==> src/rtl/logic_pkg.sv <==
// Shared definitions for the logic_* block family: target device selection.
package logic_pkg;

  typedef enum logic [1:0] {
    TARGET_GENERIC = 2'd0,
    TARGET_XILINX  = 2'd1,
    TARGET_INTEL   = 2'd2
  } target_e;

endpackage

==> src/rtl/logic_basic_upsizer_if.sv <==
// Stream bundle for logic_basic_upsizer: narrow rx beats in, packed tx words out.
interface logic_basic_upsizer_if #(
  parameter int WIDTH = 8,
  parameter int RATIO = 4
);

  logic                   rx_tvalid;
  logic [WIDTH-1:0]       rx_tdata;
  logic                   rx_tlast;
  logic                   rx_tready;
  logic                   tx_tvalid;
  logic [WIDTH*RATIO-1:0] tx_tdata;
  logic [RATIO-1:0]       tx_tkeep;
  logic                   tx_tlast;
  logic                   tx_tready;

  modport master (
    output rx_tvalid, rx_tdata, rx_tlast, tx_tready,
    input  rx_tready, tx_tvalid, tx_tdata, tx_tkeep, tx_tlast
  );

  modport slave (
    input  rx_tvalid, rx_tdata, rx_tlast, tx_tready,
    output rx_tready, tx_tvalid, tx_tdata, tx_tkeep, tx_tlast
  );

endinterface

==> src/rtl/logic_basic_upsizer.sv <==
// Packs RATIO narrow rx beats into one wide tx word (lane 0 in the LSBs).
// Define LOGIC_BASIC_UPSIZER_TLAST_EN to close words early on rx_tlast.
module logic_basic_upsizer #(
  parameter int                 WIDTH  = 8,
  parameter int                 RATIO  = 4,
  parameter logic_pkg::target_e TARGET = logic_pkg::TARGET_GENERIC
) (
  input  logic                  aclk,
  input  logic                  areset,
  logic_basic_upsizer_if.slave  bus
);

  localparam int             LW        = $clog2(RATIO);
  localparam logic [LW-1:0]  LAST_LANE = LW'(RATIO - 1);
  localparam logic_pkg::target_e UNUSED_TARGET = TARGET;

  typedef enum logic {
    FILL = 1'b0,
    FULL = 1'b1
  } state_e;

  state_e                 state_q;
  logic [LW-1:0]          lane_q;
  logic [WIDTH*RATIO-1:0] data_q;
  logic [RATIO-1:0]       keep_q;
  logic                   last_q;

  logic                   rx_fire_s;
  logic                   tx_fire_s;
  logic                   beat_last_s;
  logic                   close_s;
  logic [LW-1:0]          slot_s;

`ifdef LOGIC_BASIC_UPSIZER_TLAST_EN
  assign beat_last_s = bus.rx_tlast;
`else
  logic unused_tlast_s;
  assign unused_tlast_s = bus.rx_tlast;
  assign beat_last_s    = 1'b0;
`endif

  // A held word can be replaced in the same cycle it leaves, so ready follows tx_tready in FULL.
  assign bus.rx_tready = (state_q == FILL) || bus.tx_tready;
  assign rx_fire_s     = bus.rx_tvalid && bus.rx_tready;
  assign tx_fire_s     = (state_q == FULL) && bus.tx_tready;
  assign slot_s        = (state_q == FULL) ? {LW{1'b0}} : lane_q;
  assign close_s       = (slot_s == LAST_LANE) || beat_last_s;

  assign bus.tx_tvalid = (state_q == FULL);
  assign bus.tx_tdata  = data_q;
  assign bus.tx_tkeep  = keep_q;
  assign bus.tx_tlast  = last_q;

  always_ff @(posedge aclk) begin
    if (areset) begin
      state_q <= FILL;
      lane_q  <= {LW{1'b0}};
      data_q  <= {(WIDTH*RATIO){1'b0}};
      keep_q  <= {RATIO{1'b0}};
      last_q  <= 1'b0;
    end else begin
      case (state_q)
        FILL: begin
          if (rx_fire_s) begin
            data_q[int'(slot_s)*WIDTH +: WIDTH] <= bus.rx_tdata;
            keep_q[slot_s]                      <= 1'b1;
            if (close_s) begin
              state_q <= FULL;
              lane_q  <= {LW{1'b0}};
              last_q  <= beat_last_s;
            end else begin
              lane_q  <= lane_q + LW'(1);
            end
          end
        end
        FULL: begin
          if (tx_fire_s) begin
            if (rx_fire_s) begin
              // Word leaves while the next one starts in lane 0; unused lanes stay zero.
              data_q <= {{(WIDTH*(RATIO-1)){1'b0}}, bus.rx_tdata};
              keep_q <= {{(RATIO-1){1'b0}}, 1'b1};
              last_q <= beat_last_s;
              if (close_s) begin
                state_q <= FULL;
                lane_q  <= {LW{1'b0}};
              end else begin
                state_q <= FILL;
                lane_q  <= LW'(1);
              end
            end else begin
              state_q <= FILL;
              lane_q  <= {LW{1'b0}};
              data_q  <= {(WIDTH*RATIO){1'b0}};
              keep_q  <= {RATIO{1'b0}};
              last_q  <= 1'b0;
            end
          end
        end
        default: begin
          state_q <= FILL;
          lane_q  <= {LW{1'b0}};
        end
      endcase
    end
  end

endmodule

==> src/flat_wrapper.sv <==
// flat-port wrapper written by rule: the top's interface ports become plain ports
module logic_basic_upsizer_flat 
#(
  parameter int                 WIDTH  = 8,
  parameter int                 RATIO  = 4,
  parameter logic_pkg::target_e TARGET = logic_pkg::TARGET_GENERIC
)
  (aclk, areset, bus_rx_tvalid, bus_rx_tdata, bus_rx_tlast, bus_tx_tready, bus_rx_tready, bus_tx_tvalid, bus_tx_tdata, bus_tx_tkeep, bus_tx_tlast);
  logic_basic_upsizer_if #(.WIDTH(WIDTH), .RATIO(RATIO)) bus_i ();
  input  logic aclk;
  input  logic areset;
  input wire logic [$bits(bus_i.rx_tvalid)-1:0] bus_rx_tvalid;
  input wire logic [$bits(bus_i.rx_tdata)-1:0] bus_rx_tdata;
  input wire logic [$bits(bus_i.rx_tlast)-1:0] bus_rx_tlast;
  input wire logic [$bits(bus_i.tx_tready)-1:0] bus_tx_tready;
  output wire logic [$bits(bus_i.rx_tready)-1:0] bus_rx_tready;
  output wire logic [$bits(bus_i.tx_tvalid)-1:0] bus_tx_tvalid;
  output wire logic [$bits(bus_i.tx_tdata)-1:0] bus_tx_tdata;
  output wire logic [$bits(bus_i.tx_tkeep)-1:0] bus_tx_tkeep;
  output wire logic [$bits(bus_i.tx_tlast)-1:0] bus_tx_tlast;
  assign bus_i.rx_tvalid = bus_rx_tvalid;
  assign bus_i.rx_tdata = bus_rx_tdata;
  assign bus_i.rx_tlast = bus_rx_tlast;
  assign bus_i.tx_tready = bus_tx_tready;
  assign bus_rx_tready = bus_i.rx_tready;
  assign bus_tx_tvalid = bus_i.tx_tvalid;
  assign bus_tx_tdata = bus_i.tx_tdata;
  assign bus_tx_tkeep = bus_i.tx_tkeep;
  assign bus_tx_tlast = bus_i.tx_tlast;
  logic_basic_upsizer #(.WIDTH(WIDTH), .RATIO(RATIO), .TARGET(TARGET)) u_core (.aclk(aclk), .areset(areset), .bus(bus_i));
endmodule
==> config.mk <==
export PLATFORM = sky130hd
export DESIGN_NAME = logic_basic_upsizer_flat
export DESIGN_NICKNAME = d
export VERILOG_FILES = /design/src/rtl/logic_pkg.sv /design/src/rtl/logic_basic_upsizer_if.sv /design/src/rtl/logic_basic_upsizer.sv /design/src/flat_wrapper.sv
export SDC_FILE = /design/constraint.sdc
export NUM_CORES = 1
export LEC_CHECK = 0
export CAP_MARGIN = 20
export CORE_AREA = 2 2 68 70
export CTS_CLUSTER_SIZE = 24
export DETAILED_ROUTE_END_ITERATION = 8
export DIE_AREA = 0 0 70 72
export GPL_ROUTABILITY_DRIVEN = 0
export GPL_TIMING_DRIVEN = 0
export PLACE_DENSITY = 0.74
export RECOVER_POWER = 50
export SETUP_SLACK_MARGIN = 0.4
export SYNTH_ARGS = -nofsm -noshare
export SYNTH_HDL_FRONTEND = slang
export SYNTH_SLANG_ARGS = --single-unit
==> constraint.sdc <==
create_clock -name aclk -period 2.56 [get_ports aclk]
set_input_delay 0.384 -clock aclk [delete_from_list [all_inputs] [get_ports aclk]]
set_output_delay 0.384 -clock aclk [all_outputs]
set_load 0.02 [all_outputs]
==> flow_summary.yaml <==
global_route:
  first_pass_grt_wire_length_microns: 7710
  antenna_violations_before_repair: 0
  grt-ovfl-total: 0
  gr-usage-all-layers_pct: 19.5
  maximum_number_of_pins_on_one_net_before_global_route_repair: 14
  number_of_global_route_vias_before_repair: 1542
drt:
  wl_per_cell_microns: 14.9
  drtPass1Iterations: 4
  initialDrtViolationCount: 64
  finalWirelength_microns: 4660
  drc_errors: 0
  vias_per_std_cell: 5.45
  ant_nets: 0
  detailroute.via_count: 1705
clock_tree:
  cts_post_setup_buffers_inserted: 0
  clock-sinks: 39
  cts-buffers-inserted: 5
  ctsRootBufferMaster: "clkbuf_8"
  htree_levels: 2
  clk_path_buf_depth: 2
  clk_pin_slew_ns: 0.07
  post_cts_resize_count: 1
  cts-hold-fix-buffers: 0
  tritoncts: "built"
  insertion_delay_ns: 0.30
yosys:
  adder_and_majority_cell_fraction_of_the_synthesized_area_pct: 2.66
  synth_top_family_by_area: "compound AO/OA/AOI/OAI gates"
  synth-seq-cells: 39
  synth_compound_gate_area_share_pct: 23.4
  synthesis.nets: 222
  synth.lib_cells_used.distinct: 34
  post_synth_and_or_nand_nor_area_fraction_pct: 23.0
  avgSynthCellArea_sq_um: 9.17
  syn_inst_count: 205
  seq_area_frac_synth_pct: 41.5
  syn_area_sq_um: 1880
  synth_xor_xnor_area_share_pct: 0
  synthMuxAreaShare_pct: 0
  yosysWarningCount: 0
floorplan:
  floorplan.core_area_sq_um: 4260
  die_area_sq_um: 5040
  chipWidth_microns: 70
  initial_core_util_pct: 44.1
  die_height_microns: 72
  i_o_pin_count: 52
  floorplan.rows: 24
min_path:
  whs_endpoint: "u_core.bus.tx_tdata[30]"
  holdCritStartpoint: "u_core.bus.tx_tdata[30]"
  min_delay_path_depth: 2
  worstHoldPathType: "reg -> reg"
cells_and_area:
  fillerInstances: 414
  fraction_of_final_layout_cells_sized_beyond_drive_strength_1_pct: 14.2
  area.sequential_sq_um: 781
  fin_util_pct: 58.6
  finish.net_count: 277
  antenna_cells_inserted: 0
  multiInputGateArea_sq_um: 921
  final_cell_mix: "dfxtp_1 (39), nand3_1 (34), dlygate4sd3_1 (32), a21oi_1 (30), clkdlybuf4s50_1 (15)"
  final_common_cell: "dfxtp_1"
  synthesis_to_finish_area_growth_pct: 32.9
  final_cell_area_sq_um: 2500
critical_path:
  critical_path.max_fanout: 10
  start_kind: "flop"
  regToRegStartpoint: "u_core.bus.tx_tvalid"
  required_ns: 2.73
  reg2regPathDepth: 9
  worst-endpoint-arrival_ns: 2.30
  cp-end-kind: "flop"
  ff2ff_setup_slack_ns: 0.43
  worstReg2RegEnd: "u_core.bus.tx_tdata[28]"
  worst-setup-path-type: "reg -> reg"
power:
  static-leakage-power_nw: 0.960
  irDropWorstVdd_mv: 0.394
  power_per_cell_area_nw_per_um2: 496
timing:
  drv_slew: 0
  tightestPinTransition_ns: 0.546
  clock.fmax_ghz: 0.469
  fin_tns_setup_ns: 0
  fin_crit_sh_pct: 83.3
  timing.max_slew.rel_slack_pct: 63.6
  finalHoldViolCount: 0
  period_needed_ns: 2.13
  finClkSkew_ns: 0.00995
  finalSetupViolCount: 0
  rsz0062_at_grt: "false"
job:
  maxCapViolations: 0
place:
  place_area_sq_um: 2430
  place_hpwl_microns: 3440
  place.port_buffers: 48
outcome:
  status: "complete, no violations"
## cells by family (layout without fill, tap and decap cells)
logic type	count (synthesis)	count (layout)
AO/OA/AOI/OAI	58	58
AND/OR/NAND/NOR	70	70
adder cells (fa/ha/maj)	4	4
flip-flops	39	39
other	1	1
buffers and inverters	33	89
## metal layers
metal	part of all wire, %	global-route usage, %	wire, microns	vias up
met5	0	0	0	-
met4	1.4	7.05	65	0
met2	46	31.0	2160	55
li1	-	-	-	841
met1	45	25.5	2100	803
met3	7.2	5.42	337	6
## worst max-delay path by stage
stage / slack (ns) / start / depth (start not counted) / endpoint
after CTS: 0.56 / u_core.bus.tx_tvalid / 7 / u_core.bus.tx_tdata[3]
final: 0.43 / u_core.bus.tx_tvalid / 9 / u_core.bus.tx_tdata[28]
after global placement: 0.38 / bus_tx_tready / 4 / bus_rx_tready
after detailed placement: 0.39 / bus_tx_tready / 4 / bus_rx_tready
after floorplan: 0.68 / u_core.bus.tx_tvalid / 8 / u_core.bus.tx_tdata[27]
after global routing: 0.26 / u_core.bus.tx_tvalid / 9 / u_core.bus.tx_tdata[26]
## flip-flops by register name, summed over array words and instances, names as in the netlist
| register | flops |
|---|---|
| u_core.bus.tx_tvalid | 1 |
| u_core.bus.tx_tdata | 32 |
| u_core.lane_q | 2 |
| u_core.bus.tx_tkeep | 4 |
## layout make-up
class / instances / area share (%)
buffer: 22 / 4.95
clock buffer: 5 / 2.75
clock inverter: 3 / 0.801
inverter: 11 / 1.65
multi-input combinational: 133 / 36.8
sequential: 39 / 31.2
tap: 52 / 2.60
timing repair buffer: 48 / 19.2
## per-stage QoR
| step | power, W | hold WS (ns) | worst slack, ns | instances |
|---|---|---|---|---|
| 2_1_floorplan | 0.000768 | 0.532 | 0.679 | 205 |
| 3_3_place_gp | 0.000839 | 0.450 | 0.384 | 305 |
| 3_5_place_dp | 0.000842 | 0.458 | 0.386 | 305 |
| 4_1_cts | 0.00126 | 0.462 | 0.562 | 313 |
| 5_1_grt | 0.00130 | 0.485 | 0.261 | 313 |
| 6_report | 0.00124 | 0.461 | 0.428 | 313 |
## power breakdown
group / total (W) / switching, W / internal [W] / leakage [nW]
Clock: 0.000416 / 0.000227 / 0.000189 / 0.0402
Sequential: 0.000633 / 0.0000105 / 0.000622 / 0.316
Combinational: 0.000190 / 0.000108 / 0.0000819 / 0.604
Total: 0.00124 / 0.000345 / 0.000894 / 0.960
## worst max-delay path, cell delays in order (launching register included)
cell,delay [ns]
dfxtp_1,0.34
clkbuf_1,0.33
buf_6,0.20
nand2b_1,0.16
inv_1,0.08
ha_1,0.24
and3b_1,0.18
buf_2,0.17
o211ai_1,0.22
a21oi_1,0.10
## synthesized netlist by cell type
master	n	share of area [%]
and4bb_2	3	2.0
o211ai_1	12	4.8
a2111oi_2	1	0.80
ha_1	4	2.7
nand2b_1	10	3.3
o2111ai_1	2	0.93
nand4bb_1	2	1.2
inv_1	10	2.0
o32ai_2	8	6.9
nand3_1	34	9.0
nor2b_1	3	1.0
and3b_1	2	0.93
nor2_1	4	0.80
inv_2	1	0.20
nand2_1	3	0.60
nand3b_1	1	0.40
or2_1	1	0.33
buf_4	4	1.6
o21ai_0	2	0.53
nor4b_2	1	0.80
and2b_1	1	0.40
nor2b_2	1	0.47
conb_1	1	0.20
clkbuf_1	6	1.2
nor3b_2	1	0.67
a22oi_1	2	0.80
a21oi_1	30	8.0
buf_6	3	1.8
o22ai_2	1	0.67
nor3_1	1	0.27
and3_1	1	0.33
dfxtp_1	39	42
and2_4	1	0.47
buf_2	9	2.4
No activity file was read; power rests on OpenSTA's default activity.
